### src/rtl/vending_pkg.sv
// Shared definitions for the vending controller: state encoding, coin unit and
// default coin values / product prices.
package vending_pkg;

  typedef enum logic [1:0] {
    IDLE   = 2'd0,
    VEND   = 2'd1,
    CHANGE = 2'd2
  } state_t;

  localparam int UNIT_VALUE    = 50;
  localparam int DEF_COIN0_VAL = 1;
  localparam int DEF_COIN1_VAL = 2;
  localparam int DEF_PRICE0    = 4;
  localparam int DEF_PRICE1    = 3;

endpackage

### src/rtl/vending_ctrl_btn_pulse.sv
// Rising-edge one-shot for one raw button level; trig is registered and lasts
// exactly one cycle per press.
module btn_pulse (
  input  logic clk,
  input  logic rst,
  input  logic btn,
  output logic trig
);

  logic prev;

  // History resets to "pressed" so a button held through reset must be
  // released before it can fire again.
  always_ff @(posedge clk) begin
    if (rst) begin
      prev <= 1'b1;
      trig <= 1'b0;
    end else begin
      prev <= btn;
      trig <= btn & ~prev;
    end
  end

endmodule

### src/rtl/vending_ctrl.sv
// Vending controller: coin credit accumulation, priced product sale, change
// return and cancel refund, driven by one-shot button triggers.
module vending_ctrl
  import vending_pkg::*;
#(
  parameter int CW         = 4,
  parameter int MAX_CREDIT = 7,
  parameter int N_COIN     = 2,
  parameter int COIN0_VAL  = DEF_COIN0_VAL,
  parameter int COIN1_VAL  = DEF_COIN1_VAL,
  parameter int N_PROD     = 2,
  parameter int PRICE0     = DEF_PRICE0,
  parameter int PRICE1     = DEF_PRICE1
) (
  input  logic              clk,
  input  logic              rst,
  input  logic [N_COIN-1:0] coin,
  input  logic [N_PROD-1:0] sel,
  input  logic              cancel,
  output logic [CW-1:0]     credit,
  output logic [1:0]        state,
  output logic [N_PROD-1:0] vend,
  output logic              chg_pulse,
  output logic              coin_rej,
  output logic              busy
);

  function automatic logic [CW:0] coin_value(input int i);
    return (i == 0) ? (CW+1)'(COIN0_VAL) : (CW+1)'(COIN1_VAL);
  endfunction

  function automatic logic [CW:0] price_value(input int i);
    return (i == 0) ? (CW+1)'(PRICE0) : (CW+1)'(PRICE1);
  endfunction

  logic [N_COIN-1:0] coin_t, coin_pick;
  logic [N_PROD-1:0] sel_t, sel_pick;
  logic              cancel_t;

  for (genvar gi = 0; gi < N_COIN; gi++) begin : g_coin
    btn_pulse u_coin (.clk(clk), .rst(rst), .btn(coin[gi]), .trig(coin_t[gi]));
  end
  for (genvar gi = 0; gi < N_PROD; gi++) begin : g_sel
    btn_pulse u_sel (.clk(clk), .rst(rst), .btn(sel[gi]), .trig(sel_t[gi]));
  end
  btn_pulse u_cancel (.clk(clk), .rst(rst), .btn(cancel), .trig(cancel_t));

  state_t              state_q, state_d;
  logic [CW-1:0]       credit_q, credit_d;
  logic [N_PROD-1:0]   vend_q, vend_d;
  logic                chg_q, chg_d, rej_q, rej_d, busy_q;
  logic [CW:0]         coin_val_sel, price_sel, sum;

  // Lowest-index trigger wins; values are muxed from the one-hot pick.
  always_comb begin
    coin_pick    = coin_t & (~coin_t + N_COIN'(1));
    sel_pick     = sel_t & (~sel_t + N_PROD'(1));
    coin_val_sel = '0;
    price_sel    = '0;
    for (int i = 0; i < N_COIN; i++)
      if (coin_pick[i]) coin_val_sel = coin_value(i);
    for (int i = 0; i < N_PROD; i++)
      if (sel_pick[i]) price_sel = price_value(i);
    sum = {1'b0, credit_q} + coin_val_sel;
  end

  always_comb begin
    state_d  = state_q;
    credit_d = credit_q;
    vend_d   = '0;
    chg_d    = 1'b0;
    rej_d    = 1'b0;
    case (state_q)
      IDLE: begin
        if (cancel_t) begin
          rej_d = |coin_t;
          if (credit_q != '0) begin
            state_d  = CHANGE;
            chg_d    = 1'b1;
            credit_d = credit_q - CW'(1);
          end
        end else if (|sel_t) begin
          rej_d = |coin_t;
          if ({1'b0, credit_q} >= price_sel) begin
            credit_d = credit_q - price_sel[CW-1:0];
            vend_d   = sel_pick;
            state_d  = VEND;
          end
        end else if (|coin_t) begin
          rej_d = |(coin_t & ~coin_pick);
          if (sum <= (CW+1)'(MAX_CREDIT)) credit_d = sum[CW-1:0];
          else                            rej_d    = 1'b1;
        end
      end
      VEND: begin
        rej_d = |coin_t;
        if (credit_q != '0) begin
          state_d  = CHANGE;
          chg_d    = 1'b1;
          credit_d = credit_q - CW'(1);
        end else begin
          state_d = IDLE;
        end
      end
      CHANGE: begin
        // Pulse on alternate cycles; leave after the gap following the last pulse
        // would begin, i.e. on the edge after credit reaches zero.
        rej_d = |coin_t;
        if (chg_q) begin
          if (credit_q == '0) state_d = IDLE;
        end else begin
          chg_d    = 1'b1;
          credit_d = credit_q - CW'(1);
        end
      end
      default: begin
        state_d  = IDLE;
        credit_d = '0;
      end
    endcase
  end

  always_ff @(posedge clk) begin
    if (rst) begin
      state_q  <= IDLE;
      credit_q <= '0;
      vend_q   <= '0;
      chg_q    <= 1'b0;
      rej_q    <= 1'b0;
      busy_q   <= 1'b0;
    end else begin
      state_q  <= state_d;
      credit_q <= credit_d;
      vend_q   <= vend_d;
      chg_q    <= chg_d;
      rej_q    <= rej_d;
      busy_q   <= (state_d == VEND) || (state_d == CHANGE);
    end
  end

  assign credit    = credit_q;
  assign state     = state_q;
  assign vend      = vend_q;
  assign chg_pulse = chg_q;
  assign coin_rej  = rej_q;
  assign busy      = busy_q;

endmodule

### config.mk
export PLATFORM = sky130hd
export DESIGN_NAME = vending_ctrl
export DESIGN_NICKNAME = d
export VERILOG_FILES = /design/src/rtl/vending_pkg.sv /design/src/rtl/vending_ctrl_btn_pulse.sv /design/src/rtl/vending_ctrl.sv
export SDC_FILE = /design/constraint.sdc
export NUM_CORES = 1
export LEC_CHECK = 0
export BUFFER_PORTS_ARGS = -buffer_cell sky130_fd_sc_hd__buf_2
export CAP_MARGIN = 15
export CORE_MARGIN = 1.5
export CORE_UTILIZATION = 40
export DETAILED_ROUTE_END_ITERATION = 8
export PLACE_DENSITY = 0.56
export SLEW_MARGIN = 20
export SYNTH_ARGS = -nofsm -noshare
export SYNTH_HDL_FRONTEND = slang
export SYNTH_SLANG_ARGS = --single-unit
### constraint.sdc
create_clock -name clk -period 2.5 [get_ports clk]
set_input_delay 0.25 -clock clk [delete_from_list [all_inputs] [get_ports clk]]
set_output_delay 0.25 -clock clk [all_outputs]
set_load 0.05 [all_outputs]
==> results of run 1 <==
-- registers in the layout, summed over array words and instances (netlist names) --
signal and cells:
coin_rej 1, g_sel.u_sel.prev 2, credit 4, u_cancel.trig 1, vend 2, g_sel.u_sel.trig 2, state 2, busy 1
u_cancel.prev 1, g_coin.u_coin.trig 2, g_coin.u_coin.prev 2, chg_pulse 1
-- report_power, final --
group / internal [µW] / total, µW / switching (µW) / leakage (µW)
registers: 356 / 386 / 29.6 / 0.000172
logic: 108 / 283 / 175 / 0.000403
clock network: 62.4 / 174 / 112 / 0.0000150
-- kinds of logic (layout without fill, tap and decap cells) --
family	count (synthesis)	after routing
buffers and inverters	14	30
flip-flops	21	21
XOR/XNOR	6	6
AND/OR/NAND/NOR	55	55
adder cells (fa/ha/maj)	12	12
multiplexers	2	2
AO/OA/AOI/OAI	26	26
-- worst register-to-register path, delay by kind of cell, from the launching register on --
kind / cells / cell delay, ps
DFF: 1 / 570
AOI/OAI and AO/OA: 4 / 1130
adders and majority gates: 1 / 350
and+or+nand+nor: 1 / 120
-- through the flow --
| step | std cells | utilization, % | setup slack [ps] | area (µm²) | hold slack, ps |
|---|---|---|---|---|---|
| 6_report | 185 | 44.9 | 246 | 1350 | 120 |
| 5_1_grt | 185 | 44.9 | 124 | 1350 | 109 |
| 4_1_cts | 185 | 44.9 | 229 | 1350 | 112 |
| 3_5_place_dp | 181 | 44.0 | 244 | 1320 | 376 |
| 3_3_place_gp | 181 | 44.0 | 277 | 1320 | 376 |
| 2_1_floorplan | 136 | - | 219 | 1250 | 354 |
-- cell type report --
type                            instances  area share, %
Multi-Input combinational cell        101           55.0
Sequential cell                        21           31.2
Timing Repair Buffer                   17           6.31
Tap cell                               33           3.06
Inverter                                9           2.51
Clock buffer                            4           1.95
-- metal layers --
layer  wire [µm]  up-vias  global-route usage (%)  part of all wire (%)
met5           0        -                       0                     0
li1            -      506                       -                     -
met2        1250       18                    27.3                    49
met4          43        0                    6.82                   1.7
met3          63        4                    2.64                   2.5
met1        1220      491                    21.9                    47
-- synthesized netlist by cell type, types with 3 or more instances --
cell / instances / area share (%)
nand2b_1: 3 / 1.5
nor3_1: 5 / 2.0
dfxtp_1: 21 / 34
nor2_1: 14 / 4.2
xor2_1: 3 / 2.1
nand2_1: 7 / 2.1
xnor2_1: 3 / 2.1
ha_1: 10 / 10
buf_6: 3 / 2.7
nand3_1: 4 / 1.6
inv_1: 9 / 2.7
nor3b_1: 6 / 3.6
a21oi_1: 7 / 2.8
or2_2: 5 / 2.5
-- path summary, 6_finish.rpt --
kind / slack [ps] / startpoint / endpoint / depth (start not counted)
max reg2reg: 250 / credit[2] / credit[0] / 6
max: 250 / credit[2] / credit[0] / 6
min reg2reg: 390 / g_coin[1].u_coin.prev / g_coin[1].u_coin.trig / 1
min: 120 / cancel / u_cancel.prev / 2
-- placed cells by master, fill, tap and decap left out, types with 2 or more instances in the layout --
cell type | synthesis | final
buf_2 | 0 | 17
xor2_1 | 3 | 3
nor3_1 | 5 | 5
mux2i_1 | 2 | 2
o22ai_1 | 2 | 2
nand3_1 | 4 | 4
o21ai_0 | 2 | 2
xnor2_1 | 3 | 3
fa_1 | 2 | 2
a21oi_1 | 7 | 7
ha_1 | 10 | 10
nor3b_1 | 6 | 6
dfxtp_1 | 21 | 21
a32o_1 | 2 | 2
nor2_1 | 14 | 14
inv_1 | 9 | 9
nand2b_1 | 3 | 3
nand2_1 | 7 | 7
nor4_1 | 2 | 2
or2_2 | 5 | 5
clkbuf_4 | 0 | 3
o31ai_1 | 2 | 2
==> results.toml, run 1 <==
[outcome]
status = "finished, final reports clean"

[worst_setup_path]
end_kind = "register"
crit_chain = "ha_1 > a21oi_1 > nand2_1 > o31ai_1 > a32oi_4 > a32o_1"
path_class = "register to register"
critPathMaxStageDelay_ps = 570
cp.arrival_ps = 2470
cp_max_fo = 9
crit_path_start_kind = "register"
crit_family = "compound AO/OA/AOI/OAI gates"
cp.required_ps = 2720
slowest_stage = "dfxtp_1"
crit_buf_inv = 0

[synth]
synthXorXnorAreaFrac_pct = 4.22
yosys_most_used_dff = "dfxtp_1"
synth_compound_area_share_pct = 16.2
synthDistinctLibCells = 43
synth_top_family_by_area = "simple AND/OR/NAND/NOR gates"
yosysSeqAreaShare_pct = 33.7
avgSynthCellArea_um2 = 9.16
muxShareOfSynthArea_pct = 1.61
synth_fa_ha_area_share_pct = 13.3
ys_warn_count = 0
async_flop_share_pct = 0
synthesis.instances = 136
syn_nets = 155
synth_simple_gate_area_share_pct = 24.2
ys_ff_latch = 21
synth_edf_count = 0
netlist_area_mm2 = 0.00125

[global_routing]
gr-total-overflow = 0
grt_max_degree = 19
grt_pass1_wl_mm = 4.31
grt_pass1_vias = 929
antenna_found_initial = 0
grtUsageTotal_pct = 16.7

[clocking]
ctsLongestPathBuffers = 2
clock_latency_ps = 310
tritoncts = "built"
cts_setup_buffers = 0
cts_buffers = 3
cts_sinks = 21
clockRootBuffer = "clkbuf_4"
htreeDepth = 1
post_cts_resized = 0
clk_pin_slew_ps = 120
hold_buffers = 0

[placement]
gp_congestion = 0.808
post-dp-hpwl_mm = 1.96
io_buffers = 17

[route]
drc_errors = 0
firstDrtPassIters = 4
drt-total-wl_mm = 2.57
dr.first_iter.drc_count = 24
vias = 1019
wl_per_cell_um = 13.9
vias_per_cell = 5.51
drtAntennaViolNets = 0

[die]
chipHeight_um = 58.8
die_w_um = 58.8
row_count = 20
ios = 18
core_area_mm2 = 0.00300
start_util_pct = 41.5
die_area_mm2 = 0.00346

[sta]
setup_viol = 0
slew_headroom_pct = 69.5
fin_skew_ps = 2.61
hold_violations = 0
min_period_ps = 2250
tns_ps = 0
fmaxAchievable_mhz = 444
worst_pin_slew_ps = 456
fin_crit_sh_pct = 90.1
grt_setup_unrepaired = "false"
maxSlewViolCount = 0

[finish]
nNetsFinal = 172
areaGrowthSynthToFinish_pct = 8.13
fill_cells = 310
multi_input_area_um2 = 741
drive_gt1_share_pct = 21.1
antenna_cells = 0
seq_area_um2 = 420

[flow_run]
drv_cap = 0

[power]
powerDensity_mw_per_mm2 = 626
power.total_uw = 843
leakagePower_uw = 0.000590
vdd_drop_max_uv = 331

[worst_hold_path]
hold_class = "input pin to register"
Power figures use the tool's default switching activity.
==> run 2, diff against run 1 <==
--- a/config.mk
+++ b/config.mk
@@ -5,7 +5,7 @@
 export SDC_FILE = /design/constraint.sdc
 export NUM_CORES = 1
 export LEC_CHECK = 0
-export BUFFER_PORTS_ARGS = -buffer_cell sky130_fd_sc_hd__buf_2
+export BUFFER_PORTS_ARGS = -buffer_cell sky130_fd_sc_hd__buf_4
 export CAP_MARGIN = 15
 export CORE_MARGIN = 1.5
 export CORE_UTILIZATION = 40
==> results.toml, run 2 (same netlist as run 1, synthesis figures left out) <==
[die]
core_area_mm2 = 0.00300
die_w_um = 58.8
chipHeight_um = 58.8
die_area_mm2 = 0.00346
start_util_pct = 41.5
row_count = 20
ios = 18

[worst_setup_path]
end_kind = "register"
crit_path_start_kind = "register"
cp.arrival_ps = 2540
cp_max_fo = 9
cp.required_ps = 2730
path_class = "register to register"

[finish]
final_common_cell = "dfxtp_1"
antenna_cells = 0
final_cell_mix = "dfxtp_1 (21), buf_4 (17), nor2_1 (14)"
fin_util_pct = 46.4
areaGrowthSynthToFinish_pct = 11.8
largest_reg_flops = 4
nNetsFinal = 172
drive_gt1_share_pct = 21.7

[route]
firstDrtPassIters = 4
drc_errors = 0
drt-total-wl_mm = 2.58
wl_per_cell_um = 14.0
vias_per_cell = 5.43
drtAntennaViolNets = 0
vias = 1005
dr.first_iter.drc_count = 29

[power]
vdd_drop_max_uv = 388
powerDensity_mw_per_mm2 = 616
leakagePower_uw = 0.000594

[sta]
hold_ws_ps = 124
min_period_ps = 2310
setup_viol = 0
fin_crit_sh_pct = 92.5
grt_setup_unrepaired = "false"
fmaxAchievable_mhz = 433
fin_skew_ps = 8.75
tns_ps = 0
worst_pin_slew_ps = 496
hold_violations = 0
slew_headroom_pct = 66.7
maxSlewViolCount = 0

[global_routing]
grtUsageTotal_pct = 16.0
antenna_found_initial = 0
grt_pass1_wl_mm = 4.24
gr-total-overflow = 0
grt_max_degree = 19
grt_pass1_vias = 927

[flow_run]
drv_cap = 0

[clocking]
tritoncts = "built"
clock_latency_ps = 310
htreeDepth = 1
cts_setup_buffers = 0
cts_buffers = 3
cts_sinks = 21
hold_buffers = 0
clk_pin_slew_ps = 130
post_cts_resized = 0
clockRootBuffer = "clkbuf_4"
ctsLongestPathBuffers = 2

[placement]
post-dp-hpwl_mm = 1.95
io_buffers = 17
gp_congestion = 0.809

[outcome]
status = "finished, final reports clean"

[worst_hold_path]
hold_class = "input pin to register"
[run 2: changes by cell type in the layout (fill, tap and decap cells not counted)]
cell | previous run | this run
clkinvlp_4 | 0 | 1
buf_2 | 17 | 0
buf_4 | 0 | 17
clkbuf_1 | 1 | 0
[run 2: final timing paths]
check                           depth (start not counted)  slack [ps]                    end          start
worst min-delay path                                    2         120  g_coin[1].u_coin.prev        coin[1]
worst max register to register                          6         190              credit[1]      credit[2]
worst min register to register                          1         390          u_cancel.trig  u_cancel.prev
worst max-delay path                                    6         190              credit[1]      credit[2]
[run 2: layout make-up]
type,count,area (µm²)
timing repair buffer,17,128
clock inverter,1,7.51
inverter,9,33.8
tap,33,41.3
multi-input combinational,101,741
fill,305,1610
clock buffer,3,22.5
sequential,21,420
[run 2: per-stage QoR]
stage / worst slack, ps / instance area, µm² / power [µW] / std cells
2_1_floorplan: 219 / 1250 / 627 / 136
3_5_place_dp: 255 / 1360 / 687 / 181
3_3_place_gp: 264 / 1360 / 686 / 181
6_report: 188 / 1390 / 859 / 185
5_1_grt: 55.7 / 1390 / 910 / 185
4_1_cts: 231 / 1390 / 866 / 185
[run 2: report_power, final]
part           internal [µW]  total (µW)  switching, µW
logic                    120         298            179
registers                356         387           30.8
clock network           61.1         174            113
[run 2: layer usage]
layer	global-route usage [%]	vias to the layer above	wire, µm
met5	0	-	0
met4	4.22	0	13
met3	4.62	2	68
met2	24.6	17	1230
met1	22.0	482	1270
li1	-	504	-
[run 2: worst max-delay path, cell delays in order (launching register included)]
cell and delay [ps]:
dfxtp_1 580, ha_1 350, a21oi_1 200, nand2_1 120, o31ai_1 440, a32oi_4 240
a32o_1 300
==> run 3, diff against run 2 <==
--- a/config.mk
+++ b/config.mk
@@ -7,10 +7,11 @@
 export LEC_CHECK = 0
 export BUFFER_PORTS_ARGS = -buffer_cell sky130_fd_sc_hd__buf_4
 export CAP_MARGIN = 15
-export CORE_MARGIN = 1.5
+export CORE_MARGIN = 5
 export CORE_UTILIZATION = 40
 export DETAILED_ROUTE_END_ITERATION = 8
 export PLACE_DENSITY = 0.56
+export SETUP_SLACK_MARGIN = 0.3
 export SLEW_MARGIN = 20
 export SYNTH_ARGS = -nofsm -noshare
 export SYNTH_HDL_FRONTEND = slang
==> results.toml, run 3 (same netlist as run 1, synthesis figures left out) <==
[outcome]
status = "finished, final reports clean"

[finish]
fill_cells = 296
nNetsFinal = 172
antenna_cells = 0
layout.cells.non_filler = 196
drive_gt1_share_pct = 25.0
areaGrowthSynthToFinish_pct = 13.9
design_area_mm2 = 0.00142
multi_input_area_um2 = 751
seq_area_um2 = 425
largest_reg_flops = 4
fin_util_pct = 46.9
final_cell_mix = "dfxtp_1 (17), buf_4 (17), nor2_1 (14)"

[worst_hold_path]
hold_class = "input pin to register"

[worst_setup_path]
cp.required_ps = 2710
startpoint = "credit[0]"
crit_path_end = "credit[1]"
path_class = "register to register"
r2r_cells = 8
slowest_stage = "dfxtp_2"
cp_max_fo = 7
critPathMaxStageDelay_ps = 420
rrSetupSlack_ps = 420
cp.arrival_ps = 2290
end_kind = "register"
crit_path_start_kind = "register"
r2r_start = "credit[0]"
rr_endpoint = "credit[1]"
crit_chain = "ha_1 > inv_1 > fa_1 > nand2_1 > nor3_2 > mux2i_1 > a32oi_4 > a32o_1"

[route]
wl_per_cell_um = 13.7
dr.first_iter.drc_count = 76
vias_per_cell = 5.22
vias = 1023
drc_errors = 0
firstDrtPassIters = 4
drt-total-wl_mm = 2.69
drtAntennaViolNets = 0

[sta]
slew_headroom_pct = 67.4
hold_violations = 0
setup_viol = 0
min_period_ps = 2080
maxSlewViolCount = 0
grt_setup_unrepaired = "false"
fmaxAchievable_mhz = 480
fin_skew_ps = 2.24
tns_ps = 0
worst_pin_slew_ps = 489
fin_crit_sh_pct = 83.3

[die]
ios = 18
chipHeight_um = 65.8
die_w_um = 65.8
die_area_mm2 = 0.00433
row_count = 20
core_area_mm2 = 0.00303
start_util_pct = 41.2

[power]
p_int_uw = 540
clkPwrFrac_pct = 19.8
leakagePower_uw = 0.000598
switching_share_pct = 37.4
power.total_uw = 862
power.switching_uw = 322
seqPwrFrac_pct = 45.2
comb_power_share_pct = 34.9
powerDensity_mw_per_mm2 = 608
vdd_drop_max_uv = 315

[global_routing]
gr-total-overflow = 0
antenna_found_initial = 0
grt_pass1_vias = 1027
grt_pass1_wl_mm = 4.79
grt_max_degree = 19
grtUsageTotal_pct = 14.2

[placement]
post-dp-hpwl_mm = 2.03
place_area_mm2 = 0.00138
dp.cells = 192
io_buffers = 17
gp_congestion = 0.862

[clocking]
cts_setup_buffers = 0
htreeDepth = 1
tritoncts = "built"
clk_pin_slew_ps = 120
clockRootBuffer = "clkbuf_4"
ctsLongestPathBuffers = 2
cts_sinks = 21
cts_buffers = 3
clock_latency_ps = 310

[flow_run]
drv_cap = 0
## run 3: worst min path at each step
stage | startpoint | to | slack, ps | cells past startpoint
final | sel[1] | g_sel[1].u_sel.prev | 130 | 2
after global routing | coin[0] | g_coin[0].u_coin.prev | 120 | 2
after CTS | sel[1] | g_sel[1].u_sel.prev | 120 | 2
after detailed placement | g_coin[0].u_coin.prev | g_coin[0].u_coin.trig | 380 | 1
after global placement | g_sel[1].u_sel.prev | g_sel[1].u_sel.trig | 380 | 1
after floorplan | coin[0] | g_coin[0].u_coin.prev | 350 | 1
## run 3: layer usage
| layer | wire, µm | GRT usage [%] |
|---|---|---|
| met3 | 114 | 2.55 |
| met4 | 0 | 3.89 |
| met1 | 1300 | 19.4 |
| met5 | 0 | 0 |
| met2 | 1270 | 22.9 |
## run 3: stage by stage
step	worst slack, ps	hold WS (ps)
6_report	417	125
5_1_grt	301	116
4_1_cts	351	120
3_5_place_dp	295	379
3_3_place_gp	326	378
2_1_floorplan	317	354
## run 3: power groups by stage
stage | logic, µW | clock network [µW] | registers, µW
after floorplan | 196 | 0 | 432
after global placement | 294 | 0 | 395
after detailed placement | 293 | 0 | 396
after CTS | 296 | 178 | 389
after global routing | 330 | 191 | 396
final | 301 | 171 | 390
## run 3: timing repair
action                                  in CTS  in global routing
hold endpoints to repair                     0                  0
hold buffers                                 0                  0
endpoints found under the setup margin       3                  5
cloned                                       0                  0
pin swaps                                    0                  1
gates resized for setup                      1                  3
## run 3: area by class of cell
type / instances / share of cell area (%)
Clock buffer: 4 / 1.85
Inverter: 9 / 2.38
Multi-Input combinational cell: 101 / 52.9
Sequential cell: 21 / 30.0
Tap cell: 44 / 3.88
Timing Repair Buffer: 17 / 8.99
## run 3: worst max-delay path: cells and delay by family, from the launching register on
family	cells	cell delay (ps)
AOI/OAI and AO/OA	2	480
adders and majority gates	2	610
buffers and inverters	1	60
DFF	1	420
muxes	1	240
and+or+nand+nor	2	180
